File: src/rtl/alu_pkg.sv
// Shared ALU definitions: operand widths, multiplier state encoding
// and the two's-complement magnitude helper.
package alu_pkg;

  localparam int W  = 8;
  localparam int NW = 4;

  typedef enum logic [1:0] {
    S_IDLE = 2'd0,
    S_LO   = 2'd1,
    S_HI   = 2'd2,
    S_FIX  = 2'd3
  } state_e;

  // 0x80 maps to 0x80, read as unsigned 128
  function automatic logic [W-1:0] mag(input logic [W-1:0] v);
    return v[W-1] ? (~v + 1'b1) : v;
  endfunction

endpackage

File: src/rtl/nibble_pp.sv
// Combinational 8x4 unsigned partial product,
// built as a sum of gated, shifted copies of the multiplicand.
module nibble_pp
  import alu_pkg::*;
(
  input  logic [W-1:0]    a,
  input  logic [NW-1:0]   n,
  output logic [W+NW-1:0] p
);

  logic [W+NW-1:0] a_ext;

  assign a_ext = {{NW{1'b0}}, a};

  always_comb begin
    p = '0;
    for (int i = 0; i < NW; i++) begin
      if (n[i]) p = p + (a_ext << i);
    end
  end

endmodule

File: src/rtl/mul8_seq.sv
// Multi-cycle 8x8 -> 16 multiplier: two nibble passes over one
// partial-product unit, then sign fix-up into the output registers.
module mul8_seq
  import alu_pkg::*;
#(
  parameter int    UUID      = 0,
  parameter string NAME      = "",
  parameter int    SIGNED_EN = 1
) (
  input  logic         clk,
  input  logic         rst,
  input  logic         start,
  input  logic         signed_mode,
  input  logic [W-1:0] Input_1,
  input  logic [W-1:0] Input_2,
  output logic         busy,
  output logic         done,
  output logic [W-1:0] Output_lo,
  output logic [W-1:0] Output_hi
);

  state_e            state_q, state_d;
  logic [W-1:0]      mag_a_q, mag_a_d;
  logic [W-1:0]      mag_b_q, mag_b_d;
  logic              neg_q, neg_d;
  logic [2*W-1:0]    acc_q, acc_d;
  logic [2*W-1:0]    res_q, res_d;
  logic              busy_q, busy_d;
  logic              done_q, done_d;

  logic              sm;
  logic [NW-1:0]     nib;
  logic [W+NW-1:0]   pp;

  assign sm  = signed_mode & (SIGNED_EN != 0);
  assign nib = (state_q == S_HI) ? mag_b_q[W-1:NW] : mag_b_q[NW-1:0];

  nibble_pp u_pp (
    .a (mag_a_q),
    .n (nib),
    .p (pp)
  );

  always_comb begin
    state_d = state_q;
    mag_a_d = mag_a_q;
    mag_b_d = mag_b_q;
    neg_d   = neg_q;
    acc_d   = acc_q;
    res_d   = res_q;
    busy_d  = busy_q;
    done_d  = 1'b0;
    unique case (state_q)
      S_IDLE: begin
        if (start) begin
          mag_a_d = sm ? mag(Input_1) : Input_1;
          mag_b_d = sm ? mag(Input_2) : Input_2;
          neg_d   = sm & (Input_1[W-1] ^ Input_2[W-1]);
          acc_d   = '0;
          busy_d  = 1'b1;
          state_d = S_LO;
        end
      end
      S_LO: begin
        acc_d   = {{NW{1'b0}}, pp};
        state_d = S_HI;
      end
      S_HI: begin
        acc_d   = acc_q + {pp, {NW{1'b0}}};
        state_d = S_FIX;
      end
      S_FIX: begin
        res_d   = neg_q ? (~acc_q + 1'b1) : acc_q;
        done_d  = 1'b1;
        busy_d  = 1'b0;
        state_d = S_IDLE;
      end
      default: state_d = S_IDLE;
    endcase
  end

  always_ff @(posedge clk) begin
    if (!rst) begin
      state_q <= S_IDLE;
      mag_a_q <= '0;
      mag_b_q <= '0;
      neg_q   <= 1'b0;
      acc_q   <= '0;
      res_q   <= '0;
      busy_q  <= 1'b0;
      done_q  <= 1'b0;
    end else begin
      state_q <= state_d;
      mag_a_q <= mag_a_d;
      mag_b_q <= mag_b_d;
      neg_q   <= neg_d;
      acc_q   <= acc_d;
      res_q   <= res_d;
      busy_q  <= busy_d;
      done_q  <= done_d;
    end
  end

  assign busy      = busy_q;
  assign done      = done_q;
  assign Output_lo = res_q[W-1:0];
  assign Output_hi = res_q[2*W-1:W];

endmodule

File: config.mk
export PLATFORM = sky130hd
export DESIGN_NAME = mul8_seq
export DESIGN_NICKNAME = d
export VERILOG_FILES = /design/src/rtl/alu_pkg.sv /design/src/rtl/nibble_pp.sv /design/src/rtl/mul8_seq.sv
export SDC_FILE = /design/constraint.sdc
export NUM_CORES = 1
export LEC_CHECK = 0
export ABC_AREA = 1
export BUFFER_PORTS_ARGS = -buffer_cell sky130_fd_sc_hd__buf_2
export CORE_ASPECT_RATIO = 1.2
export CORE_MARGIN = 8
export CORE_UTILIZATION = 56
export DETAILED_ROUTE_END_ITERATION = 7
export PLACE_DENSITY = 0.83
export REMOVE_ABC_BUFFERS = 1
export SYNTH_ARGS = -nofsm -noshare
export SYNTH_HDL_FRONTEND = slang
export SYNTH_SLANG_ARGS = --single-unit
File: constraint.sdc
create_clock -name clk -period 8 [get_ports clk]
set_clock_uncertainty 0.15 [all_clocks]
set_input_delay 0.4 -clock clk [delete_from_list [all_inputs] [get_ports clk]]
set_output_delay 0.4 -clock clk [all_outputs]
set_load 0.05 [all_outputs]
==> Yosys cells after proc, flatten, opt, wreduce, memory -nomap -nowiden <==
Index checks and enable logic that the tools add are counted.
{ "totals": {"n_memories": 0, "elab_cells": 47, "in_bits": 20, "latchBits": 0, "register_bits": 53, "ramBits": 0, "mem_bits_ro": 0} }
{ "classes": {"eq_ne": 4, "multipliers": 0, "magnitude_cmp": 0, "addsub": 7, "div": 0, "n_shift": 0, "muxes": 17, "bitwise_logic": 5, "reduce_logical": 6} }
{ "ops": {"columns": ["operator", "n"], "rows": [
  ["one-hot mux 16 bit (3 select lines)", 1],
  ["2-to-1 mux 8 bit", 5],
  ["2-to-1 mux 12 bit", 3],
  ["2-to-1 mux 16 bit", 2],
  ["adder 16 x 1 -> 16 bit (second input constant)", 1],
  ["adder 16 bit", 1],
  ["adder 8 x 1 -> 8 bit (second input constant)", 2],
  ["inverter 16 bit", 1],
  ["inverter 8 bit", 2],
  ["adder 12 x 10 -> 12 bit", 1],
  ["adder 12 x 11 -> 12 bit", 1],
  ["adder 12 x 9 -> 12 bit", 1],
  ["one-hot mux 2 bit (4 select lines)", 1],
  ["AND reduction 2 bit", 3],
  ["equality test 2 bit (second input constant)", 2],
  ["2-to-1 mux 4 bit", 1],
  ["nonzero test 3 bit", 1],
  ["equality test 2 x 1 -> 1 bit (second input constant)", 1],
  ["zero test 2 bit", 1],
  ["2-to-1 mux 1 bit", 2],
  ["2-to-1 mux 2 bit", 1],
  ["inequality test 2 bit (second input constant)", 1],
  ["one-hot mux 1 bit (2 select lines)", 1],
  ["nonzero test 2 bit", 1],
  ["2 further kinds", 2]
]} }

==> Longest topological paths before layout <==
Gate-level depths: netlist of run 1.
{ "logic_depth": {"word_depth": 11, "mapped_depth": 40, "depth_no_buf": 39} }

==> Hierarchy <==
From an unflattened synthesis of run 1, not the netlist that was laid out.
{ "unflattened": {"hier_cells": 719, "area_unflattened_um2": 4703.3} }
{ "by_module_without_submodules": {"columns": ["module", "area_per_inst_um2", "instances", "cells_each", "seq_area_each_um2"], "rows": [
  ["mul8_seq", 3264.4, 1, 483, 1061.0],
  ["nibble_pp", 1438.9, 1, 236, 0.0]
]} }

==> Worst setup path before layout of run 1 <==
Ideal clock, no wire load.
{ "synth_path": {"kind": "register to register", "from": "register state_q[0]", "to": "register acc_q[15]", "path_slack_ns": 2.339, "t_arrival_ns": 5.440, "path_stages_with_launch": 38, "setup_ns": 0.071, "cell_sequence": "dfxtp_1 > inv_1 > ha_1 > buf_6 > inv_4 > nand2_4 > nand2_4 > inv_1 > nor2_1 > ha_1 > fa_1 > nand2_1 > nand2_1 > ha_1 > fa_1 > inv_1 > o21a_2 > inv_1 > [2 not listed] > fa_1 > o21ai_0 > a21oi_1 > nor2_1 > o21ai_0 > nand2_1 > xnor2_1 > nand2_1 > and2_1 > ha_1 > nand2_1 > inv_1 > a221oi_1 > nand2_1 > a31oi_1 > or2_2 > nand3_1 > a21oi_1"} }
{ "synth_between": {"elab_chain_len": 11, "elab_cells_between_ends": 16} }
{ "synth_rtl": {"columns": ["element", "line", "source"], "rows": [
  ["from (decl)", "mul8_seq.sv:22", "state_e state_q, state_d;"],
  ["from (signal assigned)", "mul8_seq.sv:93", "state_q <= state_d;"],
  ["equality test 2 bit", "mul8_seq.sv:36, mul8_seq.sv:53", null],
  ["2-to-1 mux 4 bit", "mul8_seq.sv:36", "assign nib = (state_q == S_HI) ? mag_b_q[W-1:NW] : mag_b_q[NW-1:0];"],
  ["2-to-1 mux 8 bit", "nibble_pp.sv:18", "if (n[i]) p = p + (a_ext << i);"],
  ["adder 12 x 9 -> 12 bit", "nibble_pp.sv:18", null],
  ["2-to-1 mux 12 bit", "nibble_pp.sv:18", null],
  ["adder 12 x 10 -> 12 bit", "nibble_pp.sv:18", null],
  ["2-to-1 mux 12 bit", "nibble_pp.sv:18", null],
  ["adder 12 x 11 -> 12 bit", "nibble_pp.sv:18", null],
  ["2-to-1 mux 12 bit", "nibble_pp.sv:18", null],
  ["adder 16 bit", "mul8_seq.sv:69", "acc_d = acc_q + {pp, {NW{1'b0}}};"],
  ["one-hot mux 16 bit (3 select lines)", "mul8_seq.sv:53", "unique case (state_q)"],
  ["to (signal assigned)", "mul8_seq.sv:88", "acc_q <= '0;"],
  ["to (signal assigned)", "mul8_seq.sv:97", "acc_q <= acc_d;"],
  ["to (decl)", "mul8_seq.sv:26", "logic [2*W-1:0] acc_q, acc_d;"]
]} }
Several ways; a longest one is shown, not always the timed one.
A chain may end at the register's enable or synchronous reset.

==> Final worst setup path of run 1 <==
Same ends and word-level chain as after synthesis.

==> results of run 1 <==
-- critical path: cells and delay by family (launching register included) --
family | cells | cell delay, ns
compound gates | 8 | 1.36
xor+xnor | 1 | 0.11
fa+ha+maj | 7 | 2.57
buf+inv | 8 | 0.68
flops | 1 | 0.35
simple gates | 13 | 1.24
-- report_power, final --
part	leakage, nW	switching, mW	internal (mW)
logic	1.94	0.515	0.243
clock network	0.0423	0.0989	0.0639
registers	0.432	0.0575	0.313
-- final timing paths --
kind | startpoint | to | slack, ns | cells past startpoint
max | state_q[0] | acc_q[15] | 1.46 | 37
min | Input_2[7] | mag_b_q[7] | 0.22 | 3
max reg2reg | state_q[0] | acc_q[15] | 1.46 | 37
min reg2reg | acc_q[2] | acc_q[2] | 0.34 | 2
-- flip-flops by register name (all words and copies together) (netlist names) --
register / flops
done: 1
mag_b_q: 8
state_q: 2
neg_q: 1
res_q: 16
acc_q: 16
mag_a_q: 8
busy: 1
-- cells in the mapped netlist, types with 5 or more instances --
cell type  count  share of area, %
a21oi_1       66               7.2
nand3_1       32               3.5
nand2_1      138                11
nor2_1        43               3.5
o21ai_0       47               5.1
inv_1         94               7.7
nand4_1        7              0.95
nor3_1         7              0.76
o221ai_1       7               1.3
ha_1          42                11
xor2_1        22               4.2
nand3_2       12               2.6
clkbuf_1      12              0.98
a31oi_1        5              0.68
dfxtp_1       53                23
nand2_2       15               2.0
xnor2_1        9               1.7
and2_1         5              0.68
o21ai_2        6               1.1
-- per-stage QoR --
step,utilization [%],cells
2_1_floorplan,-,659
4_1_cts,61.03,799
5_1_grt,61.03,799
6_report,61.03,799
3_3_place_gp,59.85,791
3_5_place_dp,59.85,791
-- area by class of cell --
type	count	area (sq um)
clock inverter	3	26.28
tap	95	118.9
timing repair buffer	37	185.2
fill	709	3142
multi-input combinational	506	3083
sequential	53	1061
clock buffer	5	68.82
inverter	100	377.9
-- layer usage --
layer	track usage (%)	vias up	routed length (um)	part of all wire, %
met5	0	-	0	0
met3	3.089	30	527	4.6
met4	7.897	0	322	2.8
li1	-	2296	-	-
met2	38.16	133	5897	52
met1	21.25	2065	4612	41
-- logic make-up (layout without fill, tap and decap cells) --
kind of cell | Yosys count | after routing | synth area share, %
fa+ha+maj | 46 | 46 | 13.20
compound gates | 159 | 159 | 20.47
flops | 53 | 53 | 23.12
xor+xnor | 31 | 31 | 5.916
buf+inv | 115 | 145 | 9.705
simple gates | 270 | 270 | 27.59
==> results_dict.tcl, run 1 <==
set metrics [dict create \
    gp_congestion 0.9703 \
    cts-hold-fix-buffers 0 \
    first_pass_iters 6 \
    dp_slack_ns 1.554 \
    layout_commonest_cell "nand2_1" \
    row_count 36 \
    gr-total-overflow 0 \
    die_h_um 115.2 \
    slowest_delay_ns 0.52 \
    finalWorstSetupSlack_ns 1.463 \
    via_per_inst 5.662 \
    antenna_cells 0 \
    worst_pin_slew_ns 1.043 \
    grt_pass1_vias 4337 \
    period_minus_slack_ns 6.537 \
    drtAntennaViolNets 0 \
    drc 0 \
    core_sq_um 8063 \
    worst_setup_path_start_kind "register" \
    async_flop_share_pct 0 \
    p_per_area_nw_per_um2 262.6 \
    rsz0062_at_grt "false" \
    totalWireLength_um 11360 \
    yosys_warnings 0 \
    drtIter0Drc 267 \
    die_width_um 98.64 \
    postSynthCellCount 674 \
    antenna_found_initial 0 \
    hold_class "primary input to register" \
    numCtsBuffers 5 \
    finalHoldViolCount 0 \
    grt_pass1_wl_um 19060 \
    avgSynthCellArea_sq_um 6.809 \
    ctsResizeCount 0 \
    cts_tree "built" \
    holdWs_ns 0.2202 \
    status "finished, final reports clean" \
    relSlewSlack_pct 30.47 \
    place_area_sq_um 4826 \
    root_buffer "clkbuf_8" \
    finalCritPeriodShare_pct 81.72 \
    synth_area_sq_um 4589 \
    leakagePower_nw 2.410 \
    worstSetupPathType "register to register" \
    synth_edf_count 0 \
    dieArea_sq_um 11360 \
    path_clk_slew_ns 0.11 \
    fmax_mhz 153.0 \
    p_total_mw 1.292 \
    final_area_sq_um 4921 \
    peakVddDrop_mv 0.1433 \
    setup_viol 0 \
    synth_seq_cells 53 \
    post-cts-setup-buffers 0 \
    cp_common_cell "inv_1" \
    cts_htree_levels 2 \
    grt_max_degree 37 \
    ys_seq_area_share_pct 23.12 \
    slew_viol_final 0 \
    routedWlPerCell_um 14.22 \
    final_cell_mix "138 x nand2_1, 94 x inv_1, 66 x a21oi_1" \
    cp-end-kind "register" \
    worst-path-max-fanout 10 \
    numPortBuffers 37 \
    maxCapViolations 0 \
    cp.arrival_ns 6.63 \
    synth.distinct_cells 45 \
    start_util_pct 56.92 \
    insertion_delay_ns 0.31 \
    cts_sinks 53 \
    vias 4524 \
    ios 38 \
    cpMaxStageDelayCell "fa_1" \
    synthToLayoutAreaGrowth_pct 7.225 \
    clock_path_buffers 2 \
    cp_data_required_time_ns 8.09 \
    dpl.hpwl_um 9066 \
    synth_ff_type "dfxtp_1" \
    drive_gt1_share_pct 14.20 \
    track_usage_pct 19.91 \
    num-nets-final 769 \
    tns_ns 0 \
]
No activity file was read; power rests on OpenSTA's default activity.
==> run 2, diff against run 1 <==
Settings changed: ABC_AREA 1 to 0.
Clock period 8 ns to 6.29 ns, I/O delays scaled along.
==> results_dict.tcl, run 2 <==
set metrics [dict create \
    insertion_delay_ns 0.32 \
    cp.arrival_ns 6.22 \
    synth.area.top_cells "dfxtp_1 24%, ha_1 12%, nand2_1 5.9%" \
    vias 4288 \
    synthToLayoutAreaGrowth_pct 17.53 \
    hold_end "mag_a_q[0]" \
    final_area_sq_um 5260 \
    via_per_inst 6.224 \
    fmax_mhz 162.3 \
    rrSetupSlack_ns 0.13 \
    worst_setup_path_start_kind "register" \
    place_area_sq_um 4780 \
    min_from "Input_1[0]" \
    cp-end-kind "register" \
    ys_seq_area_share_pct 23.71 \
    numPortBuffers 37 \
    worstSetupPathType "register to register" \
    reg2regPathDepth 32 \
    crit_buf_inv 3 \
    drtIter0Drc 272 \
    relSlewSlack_pct 27.31 \
    antenna_cells 0 \
    clock_path_buffers 2 \
    period_minus_slack_ns 6.163 \
    gp_congestion 0.9012 \
    cts_htree_levels 2 \
    maxCapViolations 0 \
    first_pass_iters 4 \
    track_usage_pct 19.32 \
    finalHoldViolCount 0 \
    setup_viol 0 \
    worst_pin_slew_ns 1.090 \
    synth_seq_cells 53 \
    start_util_pct 58.07 \
    grt_pass1_wl_um 18660 \
    synth.most_common_cell "nand2_1" \
    finalCritPeriodShare_pct 97.98 \
    final_cell_mix "69 x nand2_1, 53 x dfxtp_1, 37 x buf_2" \
    p_per_area_nw_per_um2 292.2 \
    holdWs_ns 0.1234 \
    ios 38 \
    path_clk_slew_ns 0.11 \
    synth_ff_type "dfxtp_1" \
    dieArea_sq_um 11120 \
    crit_family "compound AO/OA/AOI/OAI gates" \
    drtAntennaViolNets 0 \
    num-nets-final 662 \
    slew_viol_final 0 \
    yosys_warnings 0 \
    r2r_start "state_q[0]" \
    totalWireLength_um 11610 \
    status "finished, final reports clean" \
    synth_area_sq_um 4476 \
    antenna_found_initial 0 \
    async_flop_share_pct 0 \
    hold_path_depth 3 \
    die_h_um 113.9 \
    avgSynthCellArea_sq_um 8.137 \
    cts_sinks 53 \
    die_width_um 97.61 \
    largestRegisters "acc_q x16, res_q x16" \
    core_sq_um 7707 \
    synthTopCellsByCount "70 x nand2_1, 53 x dfxtp_1, 42 x ha_1, 31 x o21ai_0" \
    grt_max_degree 60 \
    routedWlPerCell_um 16.84 \
    slowest_delay_ns 0.38 \
    drc 0 \
    postSynthCellCount 550 \
    numCtsBuffers 5 \
    dp_slack_ns -0.2212 \
    cp_data_required_time_ns 6.35 \
    row_count 35 \
    tns_ns 0 \
    grt_pass1_vias 4202 \
    p_total_mw 1.537 \
    layout_commonest_cell "nand2_1" \
    dpl.hpwl_um 8133 \
    synth_edf_count 0 \
    reg2reg_to "acc_q[15]" \
    cts_tree "built" \
    finalWorstSetupSlack_ns 0.1268 \
    cts-hold-fix-buffers 0 \
    cp_common_cell "nand2_1" \
    worst-path-max-fanout 5 \
    synth_top_area_share_pct 23.71 \
    peakVddDrop_mv 0.2025 \
    drive_gt1_share_pct 21.27 \
    synth.distinct_cells 57 \
    hold_class "primary input to register" \
    leakagePower_nw 2.455 \
    cpMaxStageDelayCell "a2111oi_4" \
    gr-total-overflow 0 \
    root_buffer "clkbuf_8" \
    synth_area_leader_cell "dfxtp_1" \
]
-- run 2: routing by layer --
layer / vias up / global-route usage (%) / wire length, um / part of all wire, %
met3: 33 / 3.144 / 488 / 4.2
met2: 128 / 35.79 / 5996 / 52
met4: 0 / 7.692 / 405 / 3.5
li1: 2095 / - / - / -
met1: 2032 / 21.35 / 4717 / 41
met5: - / 0 / 0 / 0
-- run 2: area by class of cell --
cell class	count	area (sq um)
Timing Repair Buffer	61	369.1
Clock buffer	5	68.82
Tap cell	92	115.1
Multi-Input combinational cell	448	3523
Inverter	27	101.3
Fill cell	628	2447
Sequential cell	53	1061
Clock inverter	3	21.27
-- run 2: worst register-to-register path, delay by kind of cell (launching register included) --
| family | cells | cell delay, ns |
|---|---|---|
| simple gates | 9 | 0.83 |
| compound gates | 11 | 2.30 |
| buf+inv | 3 | 0.20 |
| fa+ha+maj | 5 | 1.42 |
| mux | 1 | 0.32 |
| xor+xnor | 3 | 0.53 |
| flops | 1 | 0.32 |
-- run 2: worst max-delay path by stage --
stage	slack, ns	end	startpoint	cells past startpoint
2_1_floorplan	-0.24	acc_q[15]	state_q[0]	30
3_3_place_gp	0.09	acc_q[15]	state_q[0]	29
3_5_place_dp	-0.22	acc_q[15]	state_q[0]	31
4_1_cts	0.02	acc_q[15]	state_q[0]	30
5_1_grt	-0.22	acc_q[15]	state_q[0]	32
6_report	0.13	acc_q[15]	state_q[0]	32
-- run 2: kinds of logic (layout without fill, tap and decap cells) --
| kind of cell | count (synthesis) | count (layout) | share of synthesized area [%] |
|---|---|---|---|
| simple gates | 176 | 176 | 18.65 |
| compound gates | 169 | 169 | 27.85 |
| flops | 53 | 53 | 23.71 |
| buf+inv | 49 | 96 | 4.361 |
| fa+ha+maj | 46 | 46 | 13.53 |
| xor+xnor | 41 | 41 | 8.023 |
| mux | 16 | 16 | 3.886 |
-- run 2: power by group --
part / total (mW) / switching [mW] / internal (mW) / leakage, nW
Clock: 0.203 / 0.123 / 0.0794 / 0.0445
Sequential: 0.467 / 0.0753 / 0.391 / 0.431
Combinational: 0.867 / 0.521 / 0.347 / 1.98
Total: 1.54 / 0.719 / 0.818 / 2.45
-- run 2: what timing repair did --
action / 4_1_cts / 5_1_grt
resized for setup: 13 / 45
setup buffers: 0 / 11
pin swaps: 3 / 16
endpoints found under the setup margin: 2 / 3
-- run 2: metrics by stage --
stage               utilization [%]  std cells
finish                        68.25        689
global placement              62.01        670
detailed placement            62.01        670
CTS                           63.77        678
global route                  68.25        689
floorplan                         -        528
